**config.mk**
```make
export PLATFORM = sky130hd
export DESIGN_NAME = keypad_scanner
export DESIGN_NICKNAME = d
export VERILOG_FILES = /design/src/rtl/keypad_pkg.sv /design/src/rtl/keypad_scanner_sync_2ff.sv /design/src/rtl/keypad_scanner.sv
export SDC_FILE = /design/constraint.sdc
export NUM_CORES = 1
export LEC_CHECK = 0
export BUFFER_PORTS_ARGS = -buffer_cell sky130_fd_sc_hd__buf_2
export CAP_MARGIN = 10
export CORE_MARGIN = 2
export CORE_UTILIZATION = 30
export CTS_BUF_LIST = sky130_fd_sc_hd__clkbuf_4 sky130_fd_sc_hd__clkbuf_8
export CTS_CLUSTER_DIAMETER = 100
export DETAILED_ROUTE_END_ITERATION = 7
export PLACE_DENSITY = 0.41
export SETUP_SLACK_MARGIN = 0.5
export SLEW_MARGIN = 10
export SYNTH_ARGS = -nofsm -noshare
export SYNTH_HDL_FRONTEND = slang
export SYNTH_SLANG_ARGS = --single-unit
```
**constraint.sdc**
```tcl
create_clock -name clk -period 3.3 [get_ports clk]
set_input_delay 0.33 -clock clk [delete_from_list [all_inputs] [get_ports clk]]
set_output_delay 0.33 -clock clk [all_outputs]
set_load 0.005 [all_outputs]
```
**src/rtl/keypad_pkg.sv**
```systemverilog
// Shared types and key-code helpers for the 4x4 keypad scanner.
package keypad_pkg;

    typedef enum logic [1:0] {
        SCAN     = 2'd0,
        DEBOUNCE = 2'd1,
        HELD     = 2'd2,
        RELEASE  = 2'd3
    } scan_state_e;

    localparam logic [3:0] KEY_STAR = 4'd14;
    localparam logic [3:0] KEY_HASH = 4'd15;

    // Code for the key at (row, col); A..D are 10..13.
    function automatic logic [3:0] key_code(input logic [1:0] row, input logic [1:0] col);
        logic [3:0] code;
        case ({row, col})
            4'h0:    code = 4'd1;
            4'h1:    code = 4'd2;
            4'h2:    code = 4'd3;
            4'h3:    code = 4'd10;
            4'h4:    code = 4'd4;
            4'h5:    code = 4'd5;
            4'h6:    code = 4'd6;
            4'h7:    code = 4'd11;
            4'h8:    code = 4'd7;
            4'h9:    code = 4'd8;
            4'hA:    code = 4'd9;
            4'hB:    code = 4'd12;
            4'hC:    code = KEY_STAR;
            4'hD:    code = 4'd0;
            4'hE:    code = KEY_HASH;
            4'hF:    code = 4'd13;
            default: code = 4'd0;
        endcase
        return code;
    endfunction

    // True when exactly one active-low row is asserted.
    function automatic logic single_low(input logic [3:0] rows);
        logic hit;
        case (rows)
            4'b1110, 4'b1101, 4'b1011, 4'b0111: hit = 1'b1;
            default:                            hit = 1'b0;
        endcase
        return hit;
    endfunction

    // Index of the low row; only meaningful when single_low() holds.
    function automatic logic [1:0] low_row(input logic [3:0] rows);
        logic [1:0] idx;
        case (rows)
            4'b1110: idx = 2'd0;
            4'b1101: idx = 2'd1;
            4'b1011: idx = 2'd2;
            4'b0111: idx = 2'd3;
            default: idx = 2'd0;
        endcase
        return idx;
    endfunction

endpackage

```
**src/rtl/keypad_scanner_sync_2ff.sv**
```systemverilog
// Two-flop synchroniser for asynchronous level inputs.
module sync_2ff #(
    parameter int               WIDTH     = 1,
    parameter logic [WIDTH-1:0] RESET_VAL = '0
) (
    input  logic             clk,
    input  logic             reset_n,
    input  logic [WIDTH-1:0] d,
    output logic [WIDTH-1:0] q
);

    logic [WIDTH-1:0] meta_r;
    logic [WIDTH-1:0] sync_r;

    // Metastability-settling chain.
    always_ff @(posedge clk or negedge reset_n) begin
        if (!reset_n) begin
            meta_r <= RESET_VAL;
            sync_r <= RESET_VAL;
        end else begin
            meta_r <= d;
            sync_r <= meta_r;
        end
    end

    assign q = sync_r;

endmodule

```
**src/rtl/keypad_scanner.sv**
```systemverilog
// 4x4 matrix keypad scanner: column drive, row debounce, key encode, one pulse per press.
module keypad_scanner
    import keypad_pkg::*;
#(
    parameter int SCAN_DIV     = 1000,
    parameter int DEBOUNCE_CNT = 4
) (
    input  logic       clk,
    input  logic       reset_n,
    input  logic [3:0] row_n,
    output logic [3:0] col_n,
    output logic [3:0] digit,
    output logic       digit_valid,
    output logic       key_held
);

    localparam int DW = $clog2(SCAN_DIV);
    localparam int CW = $clog2(DEBOUNCE_CNT + 1);
    localparam logic [DW-1:0] DIV_MAX = DW'(SCAN_DIV - 1);
    localparam logic [CW-1:0] CNT_MAX = CW'(DEBOUNCE_CNT);
    localparam logic [CW-1:0] CNT_ONE = CW'(1);

    function automatic logic [CW-1:0] sat_inc(input logic [CW-1:0] v);
        return (v == CNT_MAX) ? v : v + CNT_ONE;
    endfunction

    logic [3:0]    row_s;
    logic          press_s;
    logic [3:0]    code_s;
    logic          tick_s;

    logic [DW-1:0] div_r;
    scan_state_e   state_r,  state_nxt;
    logic [1:0]    col_idx_r, col_idx_nxt;
    logic [3:0]    col_n_r;
    logic [3:0]    cand_r,   cand_nxt;
    logic [CW-1:0] stable_r, stable_nxt;
    logic [CW-1:0] rel_r,    rel_nxt;
    logic [3:0]    digit_r,  digit_nxt;
    logic          valid_r,  valid_nxt;
    logic          held_r,   held_nxt;

    sync_2ff #(
        .WIDTH     (4),
        .RESET_VAL (4'hF)
    ) u_row_sync (
        .clk     (clk),
        .reset_n (reset_n),
        .d       (row_n),
        .q       (row_s)
    );

    assign tick_s  = (div_r == DIV_MAX);
    assign press_s = single_low(row_s);
    assign code_s  = key_code(low_row(row_s), col_idx_r);

    // Next-state and datapath decisions, evaluated only on dwell ticks.
    always_comb begin
        state_nxt   = state_r;
        col_idx_nxt = col_idx_r;
        cand_nxt    = cand_r;
        stable_nxt  = stable_r;
        rel_nxt     = rel_r;
        digit_nxt   = digit_r;
        valid_nxt   = 1'b0;
        held_nxt    = held_r;
        if (tick_s) begin
            case (state_r)
                SCAN: begin
                    if (press_s) begin
                        cand_nxt   = code_s;
                        stable_nxt = CNT_ONE;
                        if (DEBOUNCE_CNT == 1) begin
                            digit_nxt = code_s;
                            valid_nxt = 1'b1;
                            held_nxt  = 1'b1;
                            state_nxt = HELD;
                        end else begin
                            state_nxt = DEBOUNCE;
                        end
                    end else begin
                        col_idx_nxt = col_idx_r + 2'd1;
                    end
                end
                DEBOUNCE: begin
                    if (press_s && (code_s == cand_r)) begin
                        stable_nxt = sat_inc(stable_r);
                        if (stable_nxt == CNT_MAX) begin
                            digit_nxt = cand_r;
                            valid_nxt = 1'b1;
                            held_nxt  = 1'b1;
                            state_nxt = HELD;
                        end else begin
                            state_nxt = DEBOUNCE;
                        end
                    end else begin
                        stable_nxt  = '0;
                        state_nxt   = SCAN;
                        col_idx_nxt = col_idx_r + 2'd1;
                    end
                end
                HELD: begin
                    // Any low row keeps the hold; a second key cannot start a new press here.
                    if (row_s == 4'hF) begin
                        rel_nxt = CNT_ONE;
                        if (DEBOUNCE_CNT == 1) begin
                            rel_nxt     = '0;
                            held_nxt    = 1'b0;
                            state_nxt   = SCAN;
                            col_idx_nxt = col_idx_r + 2'd1;
                        end else begin
                            state_nxt = RELEASE;
                        end
                    end else begin
                        state_nxt = HELD;
                    end
                end
                RELEASE: begin
                    if (row_s == 4'hF) begin
                        rel_nxt = sat_inc(rel_r);
                        if (rel_nxt == CNT_MAX) begin
                            rel_nxt     = '0;
                            held_nxt    = 1'b0;
                            state_nxt   = SCAN;
                            col_idx_nxt = col_idx_r + 2'd1;
                        end else begin
                            state_nxt = RELEASE;
                        end
                    end else begin
                        rel_nxt   = '0;
                        state_nxt = HELD;
                    end
                end
                default: begin
                    state_nxt = SCAN;
                end
            endcase
        end else begin
            state_nxt = state_r;
        end
    end

    // State, divider, column drive and registered outputs.
    always_ff @(posedge clk or negedge reset_n) begin
        if (!reset_n) begin
            div_r     <= '0;
            state_r   <= SCAN;
            col_idx_r <= 2'd0;
            col_n_r   <= 4'b1110;
            cand_r    <= 4'd0;
            stable_r  <= '0;
            rel_r     <= '0;
            digit_r   <= 4'd0;
            valid_r   <= 1'b0;
            held_r    <= 1'b0;
        end else begin
            div_r     <= tick_s ? '0 : div_r + DW'(1);
            state_r   <= state_nxt;
            col_idx_r <= col_idx_nxt;
            col_n_r   <= ~(4'b0001 << col_idx_nxt);
            cand_r    <= cand_nxt;
            stable_r  <= stable_nxt;
            rel_r     <= rel_nxt;
            digit_r   <= digit_nxt;
            valid_r   <= valid_nxt;
            held_r    <= held_nxt;
        end
    end

    assign col_n       = col_n_r;
    assign digit       = digit_r;
    assign digit_valid = valid_r;
    assign key_held    = held_r;

endmodule
```
==> results.md, run 1 <==
- Min-delay worst type: in -> reg
- Syn. warnings: 0
- DR vias/cell: 4.99
- Drt wl/cell: 14.3 µm
- Post-synth ARST share: 100%
- Top delay family on crit path: simple AND/OR/NAND/NOR gates
- Crit path cell chain: inv_1, ha_1, and4bb_2, nor3_2, o311ai_1, or2_4, or4_1, a22oi_1
- Max Slew Vio Count: 0
- Routed Antenna Nets: 0
- Core area: 8090 µm²
- Switch Pwr: 227 µW
- Tcrit/Tclk final: 79.2%
- Slowest CP cell: or4_1
- Post-synth EDFFs: 0
- Yosys cell types: 62
- DR DRC count: 0
- # port buffers: 15
- LEAKAGE: 1.19 nW
- Setup CP Type: reg -> reg
- Drt pass-1 iters: 4
- Ports: 16
- Synth cell count leaders: 31 x dfrtp_1, 23 x nand2_1, 21 x nor2_1
- Worst EP required: 3.51 ns
- Synth Instances: 243
- Clock root cell: clkbuf_8
- Fin. Hold Viols: 0
- Htree depth: 2
- Unrepaired setup endpoints after global routing: no
- Initial Utilization: 30.3%
- Hold Slack: 0.122 ns
- Net Sw Frac: 24.1%
- Worst VDD drop: 0.155 mV
- Least-Margin Pin Slew: 0.959 ns
- GP Congestion: 0.784
- Worst-path clk slew: 0.08 ns
- Largest stage delay on the critical path: 0.50 ns
- Flop pwr share: 56.9%
- Logic pwr share: 5.7%
- Die height: 94.5 µm
- Most frequent cell after synthesis: dfrtp_1
- Critical path buffers and inverters: 1
- Sink Count: 42
- Clock share of power: 37.4%
- Data arrival time of the worst path: 2.82 ns
- Ys flop type: dfrtp_1
- Mapped cell area: 2460 µm²
- Worst Setup End Kind: flop
- Seq/Total Area, Yosys: 43.4%
- Die area: 8930 µm²
- Worst Clk Skew: 0.00446 ns
- Initial antenna violation count: 0
- Share of cells above drive strength 1: 21.6%
- FF+latch count, synth: 42
- Longest Clk Path Bufs: 2
- Top cells by area, synth: dfrtp_1 32%, dfstp_2 12%, ha_1 5.1%
- Vias in the first global route: 1821
- Maximum capacitance violations: 0
- Fin nets: 279
- Gr ovfl total: 0
- Synth Area per Inst: 10.1 µm²
- Startpoint class of the critical path: flop
- Max_slew headroom: 36.0%
- DR vias: 1843
- Fmax: 383 MHz
- Largest net degree at the start of global routing: 43
- Row cnt: 33
- First-pass GRT wire length: 8.91 mm
- Status: complete, no violations
- Worst-path maximum fanout: 6
- Share of the synthesized area in the top cell type: 31.6%
- Cts hold-fix bufs: 0
- GRT Util Overall: 12.8%
- CTS buffer count: 5
- Area growth from synthesis to layout: 13.1%
- Post-synthesis net count: 259
- Die X: 94.5 µm
- Post-synth top area cell: dfrtp_1
- Worst-Skew Late Latency: 0.30 ns
- Ant. Diodes: 0
- First-iteration detailed-routing DRC count: 61
- Total Power: 940 µW
- HPWL after detailed placement: 3.85 mm
- # setup viols final: 0
- Fin crit period: 2.61 ns
- Setup TNS: 0 ns
- CTS tree: done
- Internal power: 713 µW
- Pwr dens: 338 nW/µm²
- Wirelength, routed: 5.28 mm
==> kinds of logic after synthesis <==
logic type               share of synthesized area, %
buffers and inverters                            3.51
flip-flops                                       43.4
AO/OA/AOI/OAI                                    16.7
AND/OR/NAND/NOR                                  21.9
multiplexers                                     4.84
XOR/XNOR                                         4.28
adder cells (fa/ha/maj)                          5.50
==> worst reg2reg max path: cells and delay by family (launching register included) <==
kind | cells | cell delay [ns]
and+or+nand+nor | 4 | 1.32
DFF | 1 | 0.41
adders and majority gates | 1 | 0.37
AOI/OAI and AO/OA | 2 | 0.33
buffers and inverters | 1 | 0.08
==> cell type report <==
cell class / instances / area (µm²)
clock buffers: 6 / 82.6
clock inverters: 2 / 12.5
fillers: 882 / 5320
inverters: 10 / 37.5
multi-input cells: 183 / 1320
flip-flops and latches: 42 / 1070
well taps: 105 / 131
repair buffers: 21 / 120
==> worst paths after layout <==
check / startpoint / endpoint / slack, ns / cells after the start
setup / recovery: col_idx_r[1] / state_r[0] / 0.69 / 8
setup reg to reg: col_idx_r[1] / state_r[0] / 0.69 / 8
min in group asynchronous: reset_n / state_r[1] / 0.19 / 1
max in group asynchronous: reset_n / col_idx_r[1] / 2.47 / 1
hold / removal: row_n[1] / u_row_sync.meta_r[1] / 0.12 / 1
hold reg to reg: u_row_sync.meta_r[2] / u_row_sync.q[2] / 0.36 / 0
==> layout by cell type, fill, tap and decap left out, types with 4 or more instances in the layout <==
cell	instances
nand3_1	8
ha_1	10
o31ai_1	5
nor2_1	21
a21oi_1	8
dfstp_2	10
o21ai_0	7
xor2_1	8
and3_1	4
nand2_1	23
mux2i_1	4
buf_2	15
nand2b_1	5
mux2_1	4
dfrtp_1	30
buf_4	6
inv_1	9
clkbuf_8	6
xnor2_1	4
a31oi_1	4
==> per-layer routing <==
layer,vias up,share of wire [%],GRT usage (%)
met4,0,1.3,3.99
met1,889,48,16.9
met5,-,0,0
met2,24,47,21.3
met3,6,2.9,2.47
li1,924,-,-
==> power groups by stage <==
stage	clock [mW]	combinational (mW)	sequential (mW)
detailed placement	0	0.0517	0.544
global route	0.394	0.0603	0.537
floorplan	0	0.0416	0.535
global placement	0	0.0517	0.544
finish	0.352	0.0532	0.535
CTS	0.373	0.0519	0.535
==> sequential cells by signal (all words and copies together) (netlist names) <==
| register | cells |
|---|---|
| col_n | 4 |
| div_r | 10 |
| u_row_sync.meta_r | 4 |
| rel_r | 3 |
| stable_r | 3 |
| digit | 4 |
| state_r | 2 |
| u_row_sync.q | 4 |
| col_idx_r | 2 |
| digit_valid | 1 |
| cand_r | 4 |
| key_held | 1 |
==> repair_timing <==
item                       4_1_cts  5_1_grt
setup endpoints to repair        7        8
setup buffers                    0        4
pin swaps                        0        3
cloned                           0        0
gates resized for setup          1        5
==> metrics by stage <==
step / cell area (µm²) / setup slack (ns) / instances / util [%]
after global routing: 2780 / 0.522 / 369 / 34.3
after CTS: 2730 / 0.539 / 365 / 33.7
after detailed placement: 2630 / 0.456 / 357 / 32.5
after global placement: 2630 / 0.521 / 357 / 32.5
final: 2780 / 0.687 / 369 / 34.3
after floorplan: 2460 / 0.620 / 243 / -
(Power assumes the default switching activity.)
==> run 2, diff against run 1 <==
--- a/config.mk
+++ b/config.mk
@@ -12,7 +12,7 @@
 export CTS_BUF_LIST = sky130_fd_sc_hd__clkbuf_4 sky130_fd_sc_hd__clkbuf_8
 export CTS_CLUSTER_DIAMETER = 100
 export DETAILED_ROUTE_END_ITERATION = 7
-export PLACE_DENSITY = 0.41
+export PLACE_DENSITY = 0.43
 export SETUP_SLACK_MARGIN = 0.5
 export SLEW_MARGIN = 10
 export SYNTH_ARGS = -nofsm -noshare
==> constraint.sdc (replaced) <==
create_clock -name clk -period 2.2 [get_ports clk]
set_input_delay 0.22 -clock clk [delete_from_list [all_inputs] [get_ports clk]]
set_output_delay 0.22 -clock clk [all_outputs]
set_load 0.005 [all_outputs]
==> results.md, run 2 (same netlist as run 1, synthesis figures left out) <==
- Most common cell after layout, fill and taps aside: buf_4
- Die X: 94.5 µm (unchanged)
- LEAKAGE: 1.52 nW (+27%)
- Total Power: 1.49 mW (+58%)
- GRT Util Overall: 14.7% (+1.8 points)
- Htree depth: 2 (unchanged)
- Worst VDD drop: 0.253 mV (+63%)
- Fin nets: 332 (+19%)
- Initial antenna violation count: 0 (unchanged)
- Area growth from synthesis to layout: 40.8%
- Violated checks: negative hold slack, negative setup slack
- Longest Clk Path Bufs: 2 (unchanged)
- FF-to-FF setup slack: -0.26 ns (-0.95 ns)
- CP Launch Point: col_idx_r[0]
- Data arrival time of the worst path: 2.65 ns (-0.17 ns)
- Tcrit/Tclk final: 112% (+33 points)
- Share of cells above drive strength 1: 43.2% (+22 points)
- Maximum capacitance violations: 0 (unchanged)
- Vias in the first global route: 2088 (+15%)
- Unrepaired setup endpoints after global routing: yes
- Pwr dens: 430 nW/µm² (+27%)
- Max_slew headroom: 63.8% (+28 points)
- Fin crit period: 2.46 ns (-0.154 ns)
- Initial Utilization: 30.3% (unchanged)
- Die height: 94.5 µm (unchanged)
- Hold Slack: -0.0110 ns (-0.133 ns)
- Post-layout util: 42.7% (+8.4 points)
- Sink Count: 42 (unchanged)
- Status: finished, violations left
- Most frequent cells in the layout: 48 x buf_4, 29 x dfrtp_1, 22 x nand2_1
- GP Congestion: 0.735 (-6.2%)
- Most flops, register: div_r
- DR vias: 2105 (+14%)
- First-iteration detailed-routing DRC count: 55 (-9.8%)
- Worst Clk Skew: 0.00535 ns (+0.000883 ns)
- Routed Antenna Nets: 0 (unchanged)
- CTS buffer count: 5 (unchanged)
- Row cnt: 33 (unchanged)
- # port buffers: 15 (unchanged)
- Slack of the critical path: -0.260 ns (-0.946 ns)
- Min-delay worst type: in -> async
- Drt pass-1 iters: 4 (unchanged)
- Least-Margin Pin Slew: 0.543 ns (-0.417 ns)
- DR vias/cell: 4.99 (-0.13%)
- Worst-path maximum fanout: 5 (-1)
- Drt wl/cell: 14.4 µm (+0.46%)
- Largest net degree at the start of global routing: 43 (unchanged)
- Clock root cell: clkbuf_8
- DR DRC count: 0 (unchanged)
- Worst Setup End Kind: flop
- Core area: 8090 µm² (unchanged)
- Setup CP Type: reg -> reg
- Worst-Skew Late Latency: 0.30 ns (about the same)
- Max reg flops: 10 (unchanged)
- Max Slew Vio Count: 0 (unchanged)
- Startpoint class of the critical path: flop
- Ports: 16 (unchanged)
- HPWL after detailed placement: 4.22 mm (+9.7%)
- # setup viols final: 12 (+12)
- First-pass GRT wire length: 10.3 mm (+16%)
- Ant. Diodes: 0 (unchanged)
- CTS tree: done
- Wirelength, routed: 6.07 mm (+15%)
- Reg-to-reg startpoint: col_idx_r[0]
- Worst EP required: 2.39 ns (-1.12 ns)
- Worst-path clk slew: 0.09 ns (about the same)
- Fin. Hold Viols: 22 (+22)
- Gr ovfl total: 0 (unchanged)
- Die area: 8930 µm² (unchanged)
- Fmax: 407 MHz (+6.2%)
-- run 2: cell count changes in the layout (fill, tap and decap cells not counted), sizes merged --
cell,previous run,this run
inv,10,11
dlygate4sd3,0,4
buf,21,70
clkbuf,6,5
-- run 2: where the power goes --
group	internal (mW)	total [mW]	switching, mW
logic	0.0783	0.156	0.0780
registers	0.785	0.795	0.00940
clock network	0.230	0.537	0.307
-- run 2: cell type report --
| cell class | count | area, µm² |
|---|---|---|
| flip-flops and latches | 42 | 1070 |
| fillers | 824 | 4630 |
| multi-input cells | 183 | 1570 |
| repair buffers | 74 | 554 |
| inverters | 10 | 42.5 |
| well taps | 105 | 131 |
| clock buffers | 5 | 68.8 |
| clock inverters | 3 | 25.0 |
-- run 2: per-stage QoR --
| step | setup slack [ns] | area, µm² | setup TNS (ns) | std cells | hold WS, ns |
|---|---|---|---|---|---|
| finish | -0.260 | 3460 | -2.21 | 422 | -0.0110 |
| detailed placement | -0.407 | 3040 | -4.19 | 397 | 0.327 |
| floorplan | -0.222 | 2580 | -1.52 | 243 | -0.0756 |
| CTS | -0.283 | 3360 | -2.47 | 417 | 0.00146 |
| global placement | -0.407 | 3040 | -4.02 | 397 | 0.326 |
| global route | -0.416 | 3460 | -4.22 | 422 | 0.0470 |
-- run 2: path summary, 6_finish.rpt --
check,endpoint,cells past startpoint
max,digit[2],9
min,div_r[7],2
min reg2reg,u_row_sync.q[2],0
max in group asynchronous,col_idx_r[0],2
max reg2reg,digit[2],9
min in group clk,u_row_sync.q[2],0
-- run 2: worst max-delay path: stages, from the launching register on --
cell      delay [ns]
dfrtp_2         0.45
inv_6           0.06
ha_4            0.26
and4bb_2        0.24
nor3_4          0.27
o311ai_2        0.12
or2_4           0.31
nor4_4          0.15
buf_4           0.19
mux2_1          0.31
-- run 2: metal layers --
layer | vias up | part of all wire [%] | global-route usage, %
met5 | - | 0 | 0
met2 | 27 | 48 | 25.1
met1 | 1032 | 48 | 19.0
met4 | 0 | 1.8 | 4.35
met3 | 11 | 2.2 | 2.63
li1 | 1035 | - | -
-- run 2: timing repair --
action,4_1_cts,5_1_grt
endpoints found under the hold margin,1,3
buffers inserted,10,2
hold buffers,1,3
cloned,1,0
resized for setup,31,11
pin swaps,13,0
endpoints found under the setup margin,24,24
